[config.mk]
export PLATFORM = sky130hd
export DESIGN_NAME = rs_uart_rx
export DESIGN_NICKNAME = d
export VERILOG_FILES = /design/src/rtl/rs_uart_pkg.sv /design/src/rtl/rs_uart_baud_tick.sv /design/src/rtl/rs_uart_rx.sv
export SDC_FILE = /design/constraint.sdc
export NUM_CORES = 1
export LEC_CHECK = 0
export CAP_MARGIN = 20
export CORE_MARGIN = 1.5
export CORE_UTILIZATION = 56
export DETAILED_ROUTE_END_ITERATION = 10
export MAX_ROUTING_LAYER = met4
export PLACE_DENSITY = 0.81
export SLEW_MARGIN = 15
export SYNTH_ARGS = -nofsm -noshare
export SYNTH_HDL_FRONTEND = slang
export SYNTH_SLANG_ARGS = --single-unit
[constraint.sdc]
create_clock -name CLK_50MHZ -period 2.25 [get_ports CLK_50MHZ]
set_input_delay 0.225 -clock CLK_50MHZ [delete_from_list [all_inputs] [get_ports CLK_50MHZ]]
set_output_delay 0.225 -clock CLK_50MHZ [all_outputs]
set_load 0.02 [all_outputs]
[src/rtl/rs_uart_pkg.sv]
// rs_uart_pkg: shared definitions for the PC command-link UART receiver.
//   rx_state_t - receiver state encoding (HUNT, IDLE, START, DATA, STOP)
//   calc_div   - clocks per oversample tick, rounded to nearest
//   DEF_DIV    - divider at the default 50 MHz / 115200 / x16 setting
package rs_uart_pkg;

  typedef enum logic [2:0] {
    HUNT  = 3'd0,
    IDLE  = 3'd1,
    START = 3'd2,
    DATA  = 3'd3,
    STOP  = 3'd4
  } rx_state_t;

  function automatic int calc_div(input int clk_hz, input int baud, input int os);
    return (clk_hz + (baud * os) / 2) / (baud * os);
  endfunction

  localparam int DEF_DIV = calc_div(50000000, 115200, 16);

endpackage

[src/rtl/rs_uart_baud_tick.sv]
// rs_uart_baud_tick: oversample tick divider.
//   gclk - clock
//   grst - asynchronous active-high reset
//   clr  - synchronous clear, realigns the tick phase to a start edge
//   tick - one-cycle pulse every DIV clocks (when the count reaches DIV-1)
module rs_uart_baud_tick #(
  parameter int DIV = 27
) (
  input  logic gclk,
  input  logic grst,
  input  logic clr,
  output logic tick
);

  localparam int CW = (DIV > 1) ? $clog2(DIV) : 1;
  localparam logic [CW-1:0] LAST = CW'(DIV - 1);

  logic [CW-1:0] cnt_q;

  always_ff @(posedge gclk or posedge grst) begin
    if (grst)                      cnt_q <= '0;
    else if (clr || cnt_q == LAST) cnt_q <= '0;
    else                           cnt_q <= cnt_q + CW'(1);
  end

  assign tick = (cnt_q == LAST);

endmodule

[src/rtl/rs_uart_rx.sv]
// rs_uart_rx: 8N1 serial receive front end, LSB first, oversampled.
//   CLK_50MHZ - system clock
//   RST       - asynchronous active-high reset
//   RXD       - raw serial line (idle high, asynchronous)
//   DATAOUT   - last correctly framed byte, held between frames
//   DONE      - one-cycle strobe, DATAOUT new in the same cycle
//   FRAME_ERR - one-cycle strobe on a low stop bit (byte dropped)
//   BUSY      - high from accepted start bit until frame completes/aborts
// OVERSAMPLE must be even and >= 8.
module rs_uart_rx
  import rs_uart_pkg::*;
#(
  parameter int CLK_HZ     = 50000000,
  parameter int BAUD       = 115200,
  parameter int OVERSAMPLE = 16
) (
  input  logic       CLK_50MHZ,
  input  logic       RST,
  input  logic       RXD,
  output logic [7:0] DATAOUT,
  output logic       DONE,
  output logic       FRAME_ERR,
  output logic       BUSY
);

  localparam int DIV = calc_div(CLK_HZ, BAUD, OVERSAMPLE);
  localparam int SW  = $clog2(OVERSAMPLE);
  localparam int M   = OVERSAMPLE / 2;

  localparam logic [SW-1:0] S_V0  = SW'(M - 1);
  localparam logic [SW-1:0] S_V1  = SW'(M);
  localparam logic [SW-1:0] S_DEC = SW'(M + 1);
  localparam logic [SW-1:0] S_END = SW'(OVERSAMPLE - 1);

  rx_state_t     state_q, state_d;
  logic [1:0]    sync_q;
  logic          rxd_s;
  logic          tick;
  logic          start_acc, done_set, err_set;
  logic [SW-1:0] samp_q;
  logic          v0_q, v1_q, vote;
  logic          dec_tick, end_tick;
  logic [2:0]    bit_q;
  logic [7:0]    sh_q;

  // Two-flop synchroniser; resets to the idle level.
  always_ff @(posedge CLK_50MHZ or posedge RST) begin
    if (RST) sync_q <= 2'b11;
    else     sync_q <= {sync_q[0], RXD};
  end
  assign rxd_s = sync_q[1];

  rs_uart_baud_tick #(.DIV(DIV)) u_tick (
    .gclk (CLK_50MHZ),
    .grst (RST),
    .clr  (start_acc),
    .tick (tick)
  );

  assign dec_tick = tick && (samp_q == S_DEC);
  assign end_tick = tick && (samp_q == S_END);

  // 2-of-3 majority: two captured samples plus the live sample at the decision tick.
  assign vote = (v0_q & v1_q) | (v0_q & rxd_s) | (v1_q & rxd_s);

  always_ff @(posedge CLK_50MHZ or posedge RST) begin
    if (RST) state_q <= HUNT;
    else     state_q <= state_d;
  end

  always_comb begin
    state_d   = state_q;
    start_acc = 1'b0;
    done_set  = 1'b0;
    err_set   = 1'b0;
    case (state_q)
      // A line held low (after reset or a break) must go high before a start counts.
      HUNT:  if (rxd_s) state_d = HUNT == HUNT ? IDLE : HUNT;
      IDLE:  if (!rxd_s) begin
               state_d   = START;
               start_acc = 1'b1;
             end
      START: if (dec_tick && vote) state_d = IDLE;
             else if (end_tick)    state_d = DATA;
      DATA:  if (end_tick && bit_q == 3'd7) state_d = STOP;
      // Decide at mid stop bit so back-to-back frames catch the next falling edge.
      STOP:  if (dec_tick) begin
               if (vote) begin
                 state_d  = IDLE;
                 done_set = 1'b1;
               end else begin
                 state_d = HUNT;
                 err_set = 1'b1;
               end
             end
      default: state_d = HUNT;
    endcase
  end

  assign BUSY = (state_q == START) || (state_q == DATA) || (state_q == STOP);

  always_ff @(posedge CLK_50MHZ or posedge RST) begin
    if (RST) begin
      DATAOUT   <= 8'h00;
      DONE      <= 1'b0;
      FRAME_ERR <= 1'b0;
      samp_q    <= '0;
      v0_q      <= 1'b1;
      v1_q      <= 1'b1;
      bit_q     <= 3'd0;
      sh_q      <= 8'h00;
    end else begin
      DONE      <= done_set;
      FRAME_ERR <= err_set;
      if (done_set) DATAOUT <= sh_q;

      // Sample index restarts with the tick divider on the start edge.
      if (start_acc)          samp_q <= '0;
      else if (tick && BUSY)  samp_q <= (samp_q == S_END) ? '0 : samp_q + SW'(1);

      if (tick && samp_q == S_V0) v0_q <= rxd_s;
      if (tick && samp_q == S_V1) v1_q <= rxd_s;

      if (state_q == START && end_tick)     bit_q <= 3'd0;
      else if (state_q == DATA && end_tick) bit_q <= bit_q + 3'd1;

      // Shift in from the MSB side: first bit received lands in bit 0.
      if (state_q == DATA && dec_tick) sh_q <= {vote, sh_q[7:1]};
    end
  end

endmodule
Word level (Yosys, flattened, before mapping)
Index checks and enable logic that the tools add are counted.
{ "totals": {"ff_bits": 37, "in_bits": 3, "out_inout_bits": 11} }
{ "classes": {"addsub": 3, "n_eq_ne": 15, "mux": 22, "bitwise_logic": 5, "n_reduce_logical": 17} }
{ "op_table": {"columns": ["op", "count"], "rows": [
  ["$mux 3", 8],
  ["$pmux 3 s5", 1],
  ["$eq 4x4->1 const B", 3],
  ["$mux 4", 3],
  ["$logic_and 1x1->1", 10],
  ["$mux 1", 9],
  ["$ne 2x2->1 const B", 4],
  ["$eq 3x2->1 const B", 2],
  ["$eq 3x3->1 const B", 2],
  ["$add 5x1->5 const B", 1],
  ["$eq 5x5->1 const B", 1],
  ["$mux 5", 1],
  ["$reduce_and 5->1", 1],
  ["$add 4x1->4 const B", 1],
  ["$eq 4x3->1 const B", 1],
  ["$reduce_bool 2->1", 2],
  ["$add 3x1->3 const B", 1],
  ["$and 1x1->1", 3],
  ["$eq 3x1->1 const B", 1],
  ["$logic_not 3->1", 1],
  ["$logic_or 1x1->1", 3],
  ["$ne 3x3->1 const B", 1],
  ["$or 1x1->1", 2]
]} }

Logic depth before layout (Yosys ltp)
{ "logic_depth": {"depth_word": 6, "mapped_depth": 7, "ltp_nobuf": 6} }

By module
A second synthesis with hierarchy kept.
{ "hier_totals": {"cells_unflattened": 140, "area_unflattened_um2": 1750.4} }
{ "by_module_without_submodules": {"columns": ["mod", "n_inst", "cells_each", "area_each_um2", "seq_area_each_um2"], "rows": [
  ["rs_uart_rx", 1, 117, 1462.7, 805.8],
  ["rs_uart_baud_tick", 1, 23, 287.8, 125.1]
]} }

Worst setup path before layout
OpenSTA, ideal clock, no wires.
{ "synth_timing": {"path_type": "reg-to-reg", "start": "register u_tick.cnt_q[0]", "end": "register sh_q[0]", "setup_time_ns": 0.125, "arrival_time_ns": 1.633, "slack_ns": 0.493, "stages_incl_launch_ff": 8, "n_path_buf": 1, "period_less_slack_ns": 1.757, "path_cell_list": "dfrtp_1 -> inv_1 -> ha_1 -> and4b_1 -> buf_4 -> nand2_2 -> nor3_4 -> mux2_2"} }
{ "synth_between": {"elab_chain_cells": 3} }
{ "synth_rtl": {"columns": ["item", "line", "text"], "rows": [
  ["from (decl)", "rs_uart_baud_tick.sv:18", "logic [CW-1:0] cnt_q;"],
  ["from (signal assigned)", "rs_uart_baud_tick.sv:23", "else cnt_q <= cnt_q + CW'(1);"],
  ["$eq 5x5->1", "rs_uart_baud_tick.sv:26", "assign tick = (cnt_q == LAST);"],
  ["$logic_and 1x1->1", "rs_uart_rx.sv:60", "assign dec_tick = tick && (samp_q == S_DEC);"],
  ["$logic_and 1x1->1", "rs_uart_rx.sv:128", "if (state_q == DATA && dec_tick) sh_q <= {vote, sh_q[7:1]};"],
  ["to (signal assigned)", "rs_uart_rx.sv:128", null],
  ["to (decl)", "rs_uart_rx.sv:44", "logic [7:0] sh_q;"]
]} }
Every way passes these cells.
A chain may end at the register's enable or synchronous reset.

Worst setup path after layout
{ "layout_timing": {"start": "register u_tick.cnt_q[0]", "end": "register sh_q[3]"} }
Same word-level chain as after synthesis.

==> metrics.yaml <==
outcome:
  status: "complete, no violations"
layout:
  drive_gt1_share_pct: 23.46
  areaGrowthSynthToFinish_pct: 12.44
  diodes: 0
  fin_cells: 193
  fillerInstances: 229
  nNetsFinal: 171
  fin_area_mm2: 0.001946
place:
  postPlaceCellArea_mm2: 0.001878
  portBuffers: 13
  hpwl_um: 2235
  placedCellCount: 185
  gp_congestion: 0.8393
sta:
  skew_ns: 0.009713
  layout_min_cycle_time_ns: 2.069
  rsz0062_at_grt: "no"
  maxSlewViolCount: 0
  slew_headroom_pct: 60.65
  tns_ns: 0
  finalSetupViolations: 0
  post-route-period-util_pct: 91.94
  worst_slew_pin_slew_ns: 0.5857
  max_freq_mhz: 483.4
  hold_viol_final: 0
synthesis:
  synth_edf_count: 0
  synthTopCellsByArea: "dfrtp_1 (48%), mux2_2 (12%), dfstp_2 (6.1%)"
  syn_area_mm2: 0.001730
  synth.most_common_cell: "dfrtp_1"
  async_flop_share_pct: 100.0
  yosysWarnings: 0
  ys_top_cells_by_count: "dfrtp_1 (33), mux2_2 (18), nor2_1 (12), nand2_1 (11), ha_1 (7)"
  ys_seq_elements: 37
  seq_area_frac_synth_pct: 53.80
  synth.distinct_cells: 41
  synth_ff_type: "dfrtp_1"
  avgSynthCellArea_um2: 12.02
  yosys.area.top_type_share_pct: 47.72
  netlist.top_cell.by_area: "dfrtp_1"
  synth_fp_nets: 154
  synthCells: 144
clock_network:
  clk_pin_slew_worst_paths_ns: 0.11
  cts_sinks: 37
  root_buffer: "clkbuf_4"
  htree_levels: 2
  cts_buffer_depth: 2
  clk_latency_ns: 0.34
  cts_tree: "done"
  cts_buffers: 5
critical_path:
  cp-endpoint: "sh_q[3]$_DFFE_PP0P_"
  crit_chain: "inv_1, ha_1, and4b_1, nand2_2, nor3_4, mux2_2"
  crit_type: "flip-flop to flip-flop"
  startpoint_type: "flip-flop"
  r2r-end: "sh_q[3]$_DFFE_PP0P_"
  cp.required_ns: 2.48
  arrival_ns: 2.29
  cp_slowest_stage_delay_ns: 0.42
  rr_worst_depth: 6
  r2r_start: "u_tick.cnt_q[0]$_DFF_PP0_"
  critPathLaunch: "u_tick.cnt_q[0]$_DFF_PP0_"
  worstPathMaxFanout: 9
  rrSetupSlack_ns: 0.18
  crit_slowest_cell: "dfrtp_1"
  end_kind: "flip-flop"
hold_path:
  hold_path_class: "input pin to asynchronous set/reset pin"
detailed_routing:
  wl_met2_um: 1525
  wl_met3_um: 111
  met1Wirelength_um: 1364
  vias_per_cell: 5.896
  drt-wirelength-per-cell_um: 15.82
  dr.pass1.iters: 4
  drt-total-wl_um: 3054
  antenna_left: 0
  drt_iter0_markers: 31
  vias: 1138
  highest_layer: "met4"
  drcViolationCount: 0
pwr:
  netSwitchingFraction_pct: 31.32
  leakage_nw: 0.8949
  power.density_mw_per_mm2: 778.0
  power_switching_mw: 0.4740
  p_comb_share_pct: 19.5
  p_clk_share_pct: 23.9
  power_frac_seq_pct: 56.6
  total_power_mw: 1.514
  peakVddDrop_v: 0.0005488
  p_int_mw: 1.040
grt:
  grt_pass1_vias: 1142
  grt.total_usage_pct: 22.00
  grt_pass1_wl_um: 5347
  grt-ovfl-total: 0
  grt_max_degree: 38
  antenna_found_initial: 0
die:
  die_y_um: 58.59
  core_area_mm2: 0.002853
  die-area_mm2: 0.003432
  start_util_pct: 60.66
  row_count: 19
  ioPinCount: 14
  die_width_um: 58.59
run:
  drv_cap: 0
-- cells in the final DEF, fill, tap and decap left out, drive strengths merged, types with 2 or more instances in the layout --
cell and count:
a311oi 2, ha 7, o21ai 5, dfstp 4, nand2b 3, nor3 3, inv 5, xor2 3
and2 2, clkdlybuf4s50 12, a21oi 3, clkbuf 7, mux2i 2, nand2 12, dfrtp 33, nor3b 3
nor2 12, nand3 5, mux2 18
-- kinds of logic after synthesis --
group | count (synthesis) | share of synthesized area, %
multiplexers | 20 | 12.87
flip-flops | 37 | 53.80
AND/OR/NAND/NOR | 49 | 15.76
adder cells (fa/ha/maj) | 8 | 5.640
buffers and inverters | 9 | 2.748
XOR/XNOR | 4 | 2.025
AO/OA/AOI/OAI | 17 | 7.159
-- flip-flops by register name, summed over array words and instances (netlist names), 2 cells and up --
| register | count |
|---|---|
| bit_q | 3 |
| sh_q | 8 |
| state_q | 3 |
| sync_q | 2 |
| samp_q | 4 |
| u_tick.cnt_q | 5 |
| DATAOUT | 8 |
-- routing by layer --
layer,vias to the layer above,track usage [%]
met4,0,9.740
li1,544,-
met2,22,33.71
met1,568,27.14
met3,4,6.593
met5,-,-
-- power by group through the flow --
stage,clock [mW],combinational [mW],sequential [mW]
after floorplan,0,0.264,0.817
after global placement,0,0.267,0.853
after detailed placement,0,0.293,0.865
after CTS,0.373,0.294,0.856
after global routing,0.401,0.335,0.871
final,0.362,0.295,0.857
-- worst min-delay path by stage --
stage                              from                  end  slack, ns  depth (start not counted)
finish                              RST  sh_q[7]$_DFFE_PP0P_       0.29                          3
global route                        RXD  sync_q[0]$_DFF_PP1_       0.26                          1
CTS                                 RXD  sync_q[0]$_DFF_PP1_       0.27                          1
detailed placement  sync_q[0]$_DFF_PP1_  sync_q[1]$_DFF_PP1_       0.35                          0
global placement    sync_q[0]$_DFF_PP1_  sync_q[1]$_DFF_PP1_       0.35                          0
floorplan                           RXD  sync_q[0]$_DFF_PP1_       0.23                          0
-- metrics by stage --
step,utilization (%),hold WS [ns],setup slack (ns)
final,68.20,0.2885,0.1814
after global routing,68.20,0.2632,0.05007
after CTS,68.07,0.2748,0.03318
after detailed placement,65.83,0.3490,0.2087
after global placement,65.83,0.3458,0.3144
after floorplan,-,0.2295,0.4928
-- worst max-delay path, delay by kind of cell (launching register included) --
family,cells,cell delay (ns)
AND/OR/NAND/NOR,3,0.92
flip-flops,1,0.42
multiplexers,1,0.39
adder cells (fa/ha/maj),1,0.14
buffers and inverters,1,0.08
-- cell type report --
type / instances / area (um2) / share of cell area [%]
Timing Repair Buffer: 14 / 140.1 / 7.203
Multi-Input combinational cell: 98 / 752.0 / 38.65
Clock inverter: 1 / 7.507 / 0.3859
Sequential cell: 37 / 933.4 / 47.97
Inverter: 5 / 18.77 / 0.9646
Clock buffer: 7 / 55.05 / 2.830
Tap cell: 31 / 38.79 / 1.994
-- timing repair --
action / 4_1_cts / 5_1_grt
hold buffers: 0 / 0
gates resized for setup: 1 / 2
setup buffers: 0 / 0
setup endpoints to repair: 1 / 1
Power figures use the tool's default switching activity.
